<file path="config.mk">
export PLATFORM = sky130hd
export DESIGN_NAME = systolic_mm_array
export DESIGN_NICKNAME = d
export VERILOG_FILES = /design/src/rtl/systolic_mm_array_pkg.sv /design/src/rtl/mac_pe.sv /design/src/rtl/systolic_mm_array.sv
export SDC_FILE = /design/constraint.sdc
export NUM_CORES = 2
export LEC_CHECK = 0
export BUFFER_PORTS_ARGS = -buffer_cell sky130_fd_sc_hd__buf_2
export CELL_PAD_IN_SITES_DETAIL_PLACEMENT = 1
export CELL_PAD_IN_SITES_GLOBAL_PLACEMENT = 2
export CORE_MARGIN = 3
export CORE_UTILIZATION = 38
export DETAILED_ROUTE_END_ITERATION = 12
export PLACE_DENSITY = 0.89
export SYNTH_ARGS = -nofsm -noshare
export SYNTH_HDL_FRONTEND = slang
export SYNTH_SLANG_ARGS = --single-unit
</file>
<file path="constraint.sdc">
create_clock -name clk -period 7.6 [get_ports clk]
set_input_delay 0.38 -clock clk [delete_from_list [all_inputs] [get_ports clk]]
set_output_delay 0.38 -clock clk [all_outputs]
set_load 0.01 [all_outputs]
</file>
<file path="src/rtl/systolic_mm_array_pkg.sv">
// Shared types and width helpers for the systolic matrix-multiply array.
// Imported by the top level and by the processing element.
package systolic_mm_array_pkg;

    typedef enum logic [1:0] {
        StIdle,
        StLoad,
        StDrain,
        StOut
    } state_e;

    // Ceiling log2; returns 0 for values of 0 or 1.
    function automatic int unsigned clog2_f(input int unsigned v);
        int unsigned r;
        r = 0;
        while ((64'd1 << r) < 64'(v)) begin
            r++;
        end
        return r;
    endfunction

    // Width of the k_len port: wide enough to hold KMAX itself.
    function automatic int unsigned k_width(input int unsigned kmax);
        return clog2_f(kmax) + 1;
    endfunction

    // Full product width plus headroom for KMAX accumulations.
    function automatic int unsigned acc_width(input int unsigned dw, input int unsigned kmax);
        return 2 * dw + clog2_f(kmax);
    endfunction

endpackage

</file>
<file path="src/rtl/mac_pe.sv">
// Systolic processing element: registers a (rightwards) and b (downwards) and
// accumulates the product of the registered operands.
module mac_pe #(
    parameter int unsigned DW   = 8,
    parameter int unsigned ACCW = 20
) (
    input  logic            clk,
    input  logic            rst,
    input  logic            clear,
    input  logic            signed_mode,
    input  logic [DW-1:0]   a_in,
    input  logic [DW-1:0]   b_in,
    output logic [DW-1:0]   a_out,
    output logic [DW-1:0]   b_out,
    output logic [ACCW-1:0] acc
);

    localparam int unsigned XW = ACCW - 2 * DW;

    logic [DW-1:0]   a_q, b_q;
    logic [ACCW-1:0] acc_q;
    logic [2*DW-1:0] a_x, b_x, prod;
    logic [ACCW-1:0] prod_ext;

    // The low 2*DW bits of a product are the same for signed and unsigned
    // operands once they are extended the right way.
    assign a_x      = {{DW{signed_mode & a_q[DW-1]}}, a_q};
    assign b_x      = {{DW{signed_mode & b_q[DW-1]}}, b_q};
    assign prod     = a_x * b_x;
    assign prod_ext = {{XW{signed_mode & prod[2*DW-1]}}, prod};

    always_ff @(posedge clk) begin
        if (!rst) begin
            a_q   <= '0;
            b_q   <= '0;
            acc_q <= '0;
        end else begin
            a_q <= a_in;
            b_q <= b_in;
            if (clear) begin
                acc_q <= '0;
            end else begin
                acc_q <= acc_q + prod_ext;
            end
        end
    end

    assign a_out = a_q;
    assign b_out = b_q;
    assign acc   = acc_q;

endmodule

</file>
<file path="src/rtl/systolic_mm_array.sv">
// N x N output-stationary systolic array computing C = A * B over K streamed
// beats, then returning C one row per handshake.
module systolic_mm_array
    import systolic_mm_array_pkg::*;
#(
    parameter int unsigned N    = 4,
    parameter int unsigned DW   = 8,
    parameter int unsigned KMAX = 16,
    parameter int unsigned ACCW = acc_width(DW, KMAX)
) (
    input  logic                      clk,
    input  logic                      rst,
    input  logic                      start,
    input  logic [k_width(KMAX)-1:0]  k_len,
    input  logic                      signed_mode,
    input  logic                      acc_mode,
    input  logic                      in_valid,
    output logic                      in_ready,
    input  logic [N*DW-1:0]           a_col,
    input  logic [N*DW-1:0]           b_row,
    output logic [N*ACCW-1:0]         c_row,
    output logic                      c_valid,
    output logic                      c_last,
    input  logic                      c_ready,
    output logic                      busy,
    output logic                      done
);

    localparam int unsigned KW  = k_width(KMAX);
    localparam int unsigned RW  = clog2_f(N);
    localparam int unsigned DCW = clog2_f(2 * N - 1);

    localparam logic [KW-1:0]  KMaxVal   = KW'(KMAX);
    localparam logic [RW-1:0]  RowLast   = RW'(N - 1);
    localparam logic [DCW-1:0] DrainLast = DCW'(2 * N - 2);

    state_e         state_q, state_d;
    logic [KW-1:0]  k_q, k_d;
    logic [KW-1:0]  beat_q, beat_d;
    logic [DCW-1:0] drain_q, drain_d;
    logic [RW-1:0]  row_q, row_d;
    logic           signed_q, signed_d;
    logic           done_q, done_d;
    logic           clear;
    logic           accept;

    // ------------------------------------------------------------------
    // Control FSM
    // ------------------------------------------------------------------
    always_comb begin
        state_d  = state_q;
        k_d      = k_q;
        beat_d   = beat_q;
        drain_d  = drain_q;
        row_d    = row_q;
        signed_d = signed_q;
        done_d   = 1'b0;
        clear    = 1'b0;
        in_ready = 1'b0;
        c_valid  = 1'b0;

        unique case (state_q)
            StIdle: begin
                if (start) begin
                    state_d  = StLoad;
                    k_d      = (k_len > KMaxVal) ? KMaxVal : k_len;
                    signed_d = signed_mode;
                    beat_d   = '0;
                    clear    = ~acc_mode;
                end
            end
            StLoad: begin
                if (k_q == '0) begin
                    state_d = StDrain;
                    drain_d = '0;
                end else begin
                    in_ready = 1'b1;
                    if (in_valid) begin
                        beat_d = beat_q + KW'(1);
                        if (beat_q == k_q - KW'(1)) begin
                            state_d = StDrain;
                            drain_d = '0;
                        end
                    end
                end
            end
            StDrain: begin
                // The last product reaches PE(N-1,N-1) on the edge that leaves DRAIN.
                if (drain_q == DrainLast) begin
                    state_d = StOut;
                    row_d   = '0;
                end else begin
                    drain_d = drain_q + DCW'(1);
                end
            end
            StOut: begin
                c_valid = 1'b1;
                if (c_ready) begin
                    if (row_q == RowLast) begin
                        state_d = StIdle;
                        done_d  = 1'b1;
                    end else begin
                        row_d = row_q + RW'(1);
                    end
                end
            end
            default: state_d = StIdle;
        endcase
    end

    always_ff @(posedge clk) begin
        if (!rst) begin
            state_q  <= StIdle;
            k_q      <= '0;
            beat_q   <= '0;
            drain_q  <= '0;
            row_q    <= '0;
            signed_q <= 1'b0;
            done_q   <= 1'b0;
        end else begin
            state_q  <= state_d;
            k_q      <= k_d;
            beat_q   <= beat_d;
            drain_q  <= drain_d;
            row_q    <= row_d;
            signed_q <= signed_d;
            done_q   <= done_d;
        end
    end

    assign accept = in_valid & in_ready;
    assign busy   = (state_q != StIdle);
    assign done   = done_q;
    assign c_last = c_valid & (row_q == RowLast);

    // ------------------------------------------------------------------
    // Input skew: lane i enters the array i cycles late; bubbles inject zero
    // ------------------------------------------------------------------
    logic [DW-1:0] a_edge [N];
    logic [DW-1:0] b_edge [N];

    for (genvar i = 0; i < N; i++) begin : g_skew
        logic [DW-1:0] a_inj, b_inj;

        assign a_inj = accept ? a_col[i*DW +: DW] : '0;
        assign b_inj = accept ? b_row[i*DW +: DW] : '0;

        if (i == 0) begin : g_direct
            assign a_edge[i] = a_inj;
            assign b_edge[i] = b_inj;
        end else begin : g_delay
            logic [DW-1:0] a_sr_q [i];
            logic [DW-1:0] b_sr_q [i];

            always_ff @(posedge clk) begin
                if (!rst) begin
                    for (int s = 0; s < i; s++) begin
                        a_sr_q[s] <= '0;
                        b_sr_q[s] <= '0;
                    end
                end else begin
                    a_sr_q[0] <= a_inj;
                    b_sr_q[0] <= b_inj;
                    for (int s = 1; s < i; s++) begin
                        a_sr_q[s] <= a_sr_q[s-1];
                        b_sr_q[s] <= b_sr_q[s-1];
                    end
                end
            end

            assign a_edge[i] = a_sr_q[i-1];
            assign b_edge[i] = b_sr_q[i-1];
        end
    end

    // ------------------------------------------------------------------
    // PE grid
    // ------------------------------------------------------------------
    logic [DW-1:0]   a_pipe [N][N];
    logic [DW-1:0]   b_pipe [N][N];
    logic [ACCW-1:0] acc_w  [N][N];

    for (genvar i = 0; i < N; i++) begin : g_row
        for (genvar j = 0; j < N; j++) begin : g_col
            logic [DW-1:0] a_in, b_in;

            if (j == 0) begin : g_a_edge
                assign a_in = a_edge[i];
            end else begin : g_a_chain
                assign a_in = a_pipe[i][j-1];
            end

            if (i == 0) begin : g_b_edge
                assign b_in = b_edge[j];
            end else begin : g_b_chain
                assign b_in = b_pipe[i-1][j];
            end

            mac_pe #(
                .DW   (DW),
                .ACCW (ACCW)
            ) u_pe (
                .clk         (clk),
                .rst         (rst),
                .clear       (clear),
                .signed_mode (signed_q),
                .a_in        (a_in),
                .b_in        (b_in),
                .a_out       (a_pipe[i][j]),
                .b_out       (b_pipe[i][j]),
                .acc         (acc_w[i][j])
            );
        end
    end

    // Operands leaving the far edges of the grid have no consumer.
    logic unused_pipe;
    always_comb begin
        unused_pipe = 1'b0;
        for (int i = 0; i < N; i++) begin
            unused_pipe = unused_pipe ^ (^a_pipe[i][N-1]) ^ (^b_pipe[N-1][i]);
        end
    end

    always_comb begin
        c_row = '0;
        for (int j = 0; j < N; j++) begin
            c_row[j*ACCW +: ACCW] = acc_w[row_q][j];
        end
    end

endmodule
</file>
### Word level (Yosys, flattened, before mapping)

Memory sizes are Yosys's and may differ from the RTL's. A register that Yosys moved wholly into a read port is not among the register bits.
Index checks and enable logic that the tools add are counted.
Widths: inputs -> output; s select.

* output and inout port bits: 85
* memory bits (writable): 96
* bits of input ports: 76
* latch bits: 0
* word-level logic and storage cells: 247
* bits in registers: 547
* memory bits (read-only): 0
* memories kept: 6

* multipliers: 16
* shift operators: 0
* muxes and demuxes: 53
* add/subtract/negate cells: 20
* bitwise logic cells: 63
* eq/ne operators: 16
* $lt $le $gt $ge: 2
* reductions and logical operators: 22
* div/mod/pow operators: 0

Memory list
* g_skew[3].g_delay.a_sr_q: depth 3, width 8, read ports 3, clocked after memory_dff 1, write ports 3, RTL line systolic_mm_array.sv:152 `logic [DW-1:0] a_sr_q [i];`
* g_skew[3].g_delay.b_sr_q: depth 3, width 8, read ports 3, clocked after memory_dff 1, write ports 3, RTL line systolic_mm_array.sv:153 `logic [DW-1:0] b_sr_q [i];`
* g_skew[2].g_delay.a_sr_q: depth 2, width 8, read ports 2, clocked after memory_dff 1, write ports 2, RTL line systolic_mm_array.sv:152
* g_skew[2].g_delay.b_sr_q: depth 2, width 8, read ports 2, clocked after memory_dff 1, write ports 2, RTL line systolic_mm_array.sv:153
* g_skew[1].g_delay.a_sr_q: depth 1, width 8, read ports 1, clocked after memory_dff 1, write ports 1, RTL line systolic_mm_array.sv:152
* g_skew[1].g_delay.b_sr_q: depth 1, width 8, read ports 1, clocked after memory_dff 1, write ports 1, RTL line systolic_mm_array.sv:153

Operators with widths (number)
* $add 20x20->20: 16
* $mul 9x9->16: 16
* $bmux 80 s2: 1
* $mux 80: 2
* $mux 8: 18
* $and 1x1->1: 50
* $mux 2: 10
* $mux 5: 4
* $ne 2x2->1 const B: 8
* $reduce_or 8->1: 2
* $mux 3: 4
* $reduce_and 4->1: 3
* $mux 1: 10
* $or 1x1->1: 10
* $pmux 5 s2: 1
* $pmux 2 s4: 1
* $reduce_bool 2->1: 4
* $eq 2x2->1 const B: 3
* $logic_not 1->1: 6
* $ne 3x3->1 const B: 2
* $pmux 3 s2: 1
* $reduce_and 6->1: 1
* $add 5x1->5 const B: 1
* $eq 5x5->1: 1
* other kinds (15): 17

### Logic depth before layout (Yosys ltp)

* depth in word-level cells: 6
* mapped depth: 31

### Hierarchy

A second synthesis with hierarchy kept.

* cells, all modules: 8555
* area total of the unflattened synthesis: 79092.1 um2

By module, submodules not included
* mac_pe at g_row[0].g_col[0].u_pe ...: seq. area each 720.7 um2, cells each 507, area an instance 4575.6 um2, times used 5
* mac_pe at g_row[1].g_col[3].u_pe ...: seq. area each 720.7 um2, cells each 501, area an instance 4540.6 um2, times used 4
* mac_pe at g_row[3].g_col[0].u_pe ...: seq. area each 720.7 um2, cells each 510, area an instance 4625.7 um2, times used 3
* systolic_mm_array: seq. area each 2302.2 um2, cells each 456, area an instance 5744.3 um2, times used 1
* mac_pe at g_row[3].g_col[3].u_pe: seq. area each 720.7 um2, cells each 506, area an instance 4647.0 um2, times used 1
* mac_pe at g_row[2].g_col[3].u_pe: seq. area each 720.7 um2, cells each 514, area an instance 4609.4 um2, times used 1
* mac_pe at g_row[1].g_col[2].u_pe: seq. area each 720.7 um2, cells each 508, area an instance 4593.2 um2, times used 1
* mac_pe at g_row[0].g_col[1].u_pe: seq. area each 720.7 um2, cells each 502, area an instance 4580.6 um2, times used 1

### Worst setup path before layout

OpenSTA, ideal clock, no wires.

* kind: reg2reg
* start: register signed_q
* end: register g_row[2].g_col[3].u_pe.acc_q[19]
* stages on the path, launching flop included: 32
* arrival: 7.017 ns
* data required time: 7.470 ns
* buffers on the path: 4
* path slack: 0.452 ns
* cells stage by stage: dfxtp_1 > buf_4 > clkbuf_1 > clkbuf_1 > clkbuf_1 > nand2_1 > or2_2 > fa_1 > fa_1 > inv_1 > fa_1 > fa_1 > inv_1 > fa_1 > inv_1 > ha_1 > inv_1 > o21bai_1 > a21oi_1 > o21bai_1 > a21oi_1 > or4b_2 > o2111ai_1 > ha_1 > a21o_1 > a21oi_1 > nand2_1 > a31o_2 > a21oi_1 > nand4_1 > a21oi_1 > nor3b_1

* word-level cells in the longest chain between the ends: 4
* elaborated cells between the ends (all ways): 5

RTL lines
* start, declared: RTL line systolic_mm_array.sv:42 `logic signed_q, signed_d;`
* start signal, assigned: RTL line systolic_mm_array.sv:126 `signed_q <= signed_d;`
* $and 1x1->1, on equally long branches: RTL line mac_pe.sv:27, mac_pe.sv:28
* $mul 9x9->16: RTL line mac_pe.sv:29 `assign prod = a_x * b_x;`
* $and 1x1->1: RTL line mac_pe.sv:30 `assign prod_ext = {{XW{signed_mode & prod[2*DW-1]}}, prod};`
* $add 20x20->20 *: RTL line mac_pe.sv:43 `acc_q <= acc_q + prod_ext;`
* end signal, assigned: RTL line mac_pe.sv:43
* end, declared: RTL line mac_pe.sv:21 `logic [ACCW-1:0] acc_q;`

Mark *: on every way between the ends. The rest lies on a longest branch, timed or not.
A chain may end at the register's enable or synchronous reset.

### Final worst setup path

* start: register signed_q
* end: register g_row[1].g_col[1].u_pe.acc_q[19]

* word-level cells in the longest chain between the ends: 4
* elaborated cells between the ends (all ways): 5

RTL lines (RTL line)
* $and 1x1->1, on equally long branches: mac_pe.sv:27, mac_pe.sv:28
* $mul 9x9->16: mac_pe.sv:29
* $and 1x1->1: mac_pe.sv:30
* $add 20x20->20 *: mac_pe.sv:43
* end signal, assigned: mac_pe.sv:43
* end, declared: mac_pe.sv:21

Marked as above.

==> flow_summary_export.csv <==
group,metric,value,unit
timing,fmax,0.139,GHz
route,vias,58551,
final_layout,nNetsFinal,10568,
setup_path,worstPathRequired,8260,ps
synthesis,synthMuxAreaShare,3.18,%
synthesis,synth_edf_count,0,
power_and_ir_drop,p_per_area,105,nW/um^2
synthesis,synthSimpleGateAreaFrac,18.9,%
power_and_ir_drop,clockPowerShare,52.6,%
cts,clk_path_buf_depth,3,
grt,grt_pass1_wl,358,mm
route,vias_per_cell,5.12,
final_layout,final_common_cell,"inv_1",
synthesis,synth_cells,8552,
synthesis,syn-cell-area,77800,sq um
timing,worst_pin_slew,1030,ps
timing,fin_crit_sh,94.5,%
timing,final.min_clock_period,7180,ps
cts,htreeDepth,3,
synthesis,ys_seq_area_share,17.8,%
grt,first_global_vias,65898,
cts,clk_pin_slew,60,ps
synthesis,synthFlopType,"dfxtp_1",
place,gp_congestion,0.884,
final_layout,final_cell_mix,"inv_1 (1371), and2_1 (1025), fa_1 (1024), ha_1 (793), nand2_1 (745)",
cts,clock_sinks,691,
grt,gr-total-overflow,0,
final_layout,drive_gt1_share,6.72,%
grt,antenna_found_initial,6,
power_and_ir_drop,leakagePower,0.0437,uW
synthesis,synth-compound-area-share,8.10,%
floorplan,io_pins,161,
setup_path,cp-start-kind,"flop",
synthesis,synthXorXnorAreaFrac,4.93,%
power_and_ir_drop,internal-power,6610,uW
place,port_buffers,160,
synthesis,synth_top_family_by_area,"adder cells",
route,wire_per_inst,19.4,um
timing,slew_viol_final,0,
synthesis,syn_nets,10445,
floorplan,start_util,38.4,%
route,first_pass_iters,5,
cts,clock_latency,760,ps
setup_path,worstPathMaxFanout,20,
power_and_ir_drop,seq_power_share,41.4,%
floorplan,die_y,458,um
floorplan,chipWidth,458,um
grt,groute.usage.overall,21.3,%
setup_path,crit_arrival,7850,ps
final_layout,synthToLayoutAreaGrowth,10.0,%
place,dp_hpwl,179,mm
synthesis,synth_seq_cells,691,
route,ant_nets,0,
cts,cts_tree,"yes",
power_and_ir_drop,peakVddDrop,0.159,mV
route,drtIter0Drc,2708,
place,placed_cell_area,81500,sq um
status,outcome,"completed",
final_layout,fin_cells,11430,
synthesis,synth_cell_types,92,
setup_path,crit_path_end_kind,"flop",
route,drc,0,
hold_path,hold_class,"in -> reg",
route,routed_wl,221,mm
cts,numCtsBuffers,93,
synthesis,syn_avg_cell_area,9.09,sq um
floorplan,die_area,210000,sq um
setup_path,crit_type,"reg -> reg",
power_and_ir_drop,switching_share,26.3,%
timing,final-hold-violation-count,0,
timing,rsz0062_at_grt,"false",
synthesis,ys_async_sr_fraction,0,%
timing,finalSetupViolations,0,
floorplan,core_area,203000,sq um
synthesis,yosys.area_share.adder,39.1,%
synthesis,synth-warning-count,0,
place,post-place-cells,11181,
power_and_ir_drop,switchingPower,2360,uW
grt,grt_max_degree,123,
timing,skew,74.3,ps
run,cap_violations,0,
floorplan,num_rows,165,
power_and_ir_drop,p_comb_share,6.0,%
final_layout,stdcell_area,85600,sq um
timing,slew_headroom,30.9,%
cts,cts_root_buf,"clkbuf_16",
==> cells by family (layout without fill, tap and decap cells) <==
group | after synthesis | after routing
compound gates | 941 | 941
xor+xnor | 424 | 424
fa+ha+maj | 1817 | 1817
buf+inv | 1658 | 1861
flops | 691 | 691
mux | 147 | 147
other cells | 0 | 3
simple gates | 2874 | 2874
==> per-layer routing <==
| metal | vias to the layer above | global-route usage [%] | wire (um) |
|---|---|---|---|
| li1 | 27394 | - | - |
| met1 | 29994 | 25.6 | 92300 |
| met2 | 801 | 38.8 | 113000 |
| met3 | 362 | 2.10 | 5950 |
| met4 | 0 | 9.20 | 10100 |
| met5 | - | 0 | 0 |
==> synth_stat cells (73+ instances only) <==
cell type	instances	area, sq um
a211oi_1	81	608
a21o_1	95	713
a21oi_1	227	1140
and2_1	1026	6420
clkbuf_1	262	983
dfxtp_1	691	13800
fa_1	1024	20500
ha_1	793	9920
inv_1	1372	5150
mux4_2	80	1800
nand2_1	745	2800
nand2b_1	77	482
nor2_1	537	2020
nor3_1	148	741
o21a_1	73	548
o21ai_0	175	876
xnor2_1	278	2430
xor2_1	136	1190
==> worst max-delay path, cell delays in order, from the launching register on <==
cell and delay [ps]:
dfxtp_4 360, buf_12 160, buf_12 200, buf_12 180, and2_1 230, nand2_1 170
fa_1 540, inv_1 60, fa_1 480, fa_1 500, fa_1 490, inv_1 50
fa_1 500, inv_1 40, ha_1 330, inv_1 50, o21bai_1 130, a21oi_1 110
o21bai_1 130, a21oi_1 140, or4b_2 640, nand3_1 240, ha_1 320, or3_1 350
o21ai_0 110, a21oi_1 120, mux2i_1 250, mux2i_1 200
==> stage by stage <==
stage / worst slack, ps / total power, uW / TNS [ps] / hold WS [ps] / util (%)
floorplan: 452 / 4060 / 0 / 412 / -
global placement: -37.0 / 4280 / -72.5 / 414 / 40.2
detailed placement: -330 / 4290 / -799 / 421 / 40.2
CTS: 155 / 9080 / 0 / 6.57 / 42.2
global route: 0.982 / 9290 / 0 / 90.0 / 42.2
finish: 418 / 8960 / 0 / 78.0 / 42.2
==> sequential cells by signal, indices dropped and copies added (netlist names) <==
name,flops
g_row.g_col.u_pe.acc,320
g_row.g_col.u_pe.a_out,128
g_row.g_col.u_pe.b_out,128
g_skew.g_delay.a_sr_q,48
g_skew.g_delay.b_sr_q,48
beat_q,5
k_q,5
drain_q,3
row_q,2
state_q,2
done,1
signed_q,1
==> worst paths after layout <==
path	from	endpoint	slack, ps	cells past startpoint
hold reg to reg	g_skew[3].g_delay.a_sr_q[1][0]	g_skew[3].g_delay.a_sr_q[2][0]	420	1
setup reg to reg	signed_q	g_row[1].g_col[1].u_pe.acc[19]	420	27
hold / removal	k_len[3]	k_q[3]	80	4
setup / recovery	signed_q	g_row[1].g_col[1].u_pe.acc[19]	420	27
==> power groups by stage <==
stage | clock network [uW] | registers [uW] | logic, uW
6_report | 4710 | 3710 | 537
5_1_grt | 4980 | 3720 | 586
3_3_place_gp | 0 | 3800 | 480
2_1_floorplan | 0 | 3760 | 306
4_1_cts | 4840 | 3720 | 524
3_5_place_dp | 0 | 3800 | 492
==> cell type report <==
class	count	area, sq um
antenna	3	7.51
clock buffer	109	2520
clock inverter	66	785
fill	23467	117000
inverter	1378	5170
multi-input combinational	6203	57700
sequential	691	13800
tap	2672	3340
timing repair buffer	308	2170
==> what timing repair did <==
action                                  CTS  global route
gates resized for setup                   2             5
endpoints found under the setup margin    4            29
buffers inserted                          0             2
endpoints found under the hold margin    71             0
hold buffers                             69             0
No activity file was read; power rests on OpenSTA's default activity.
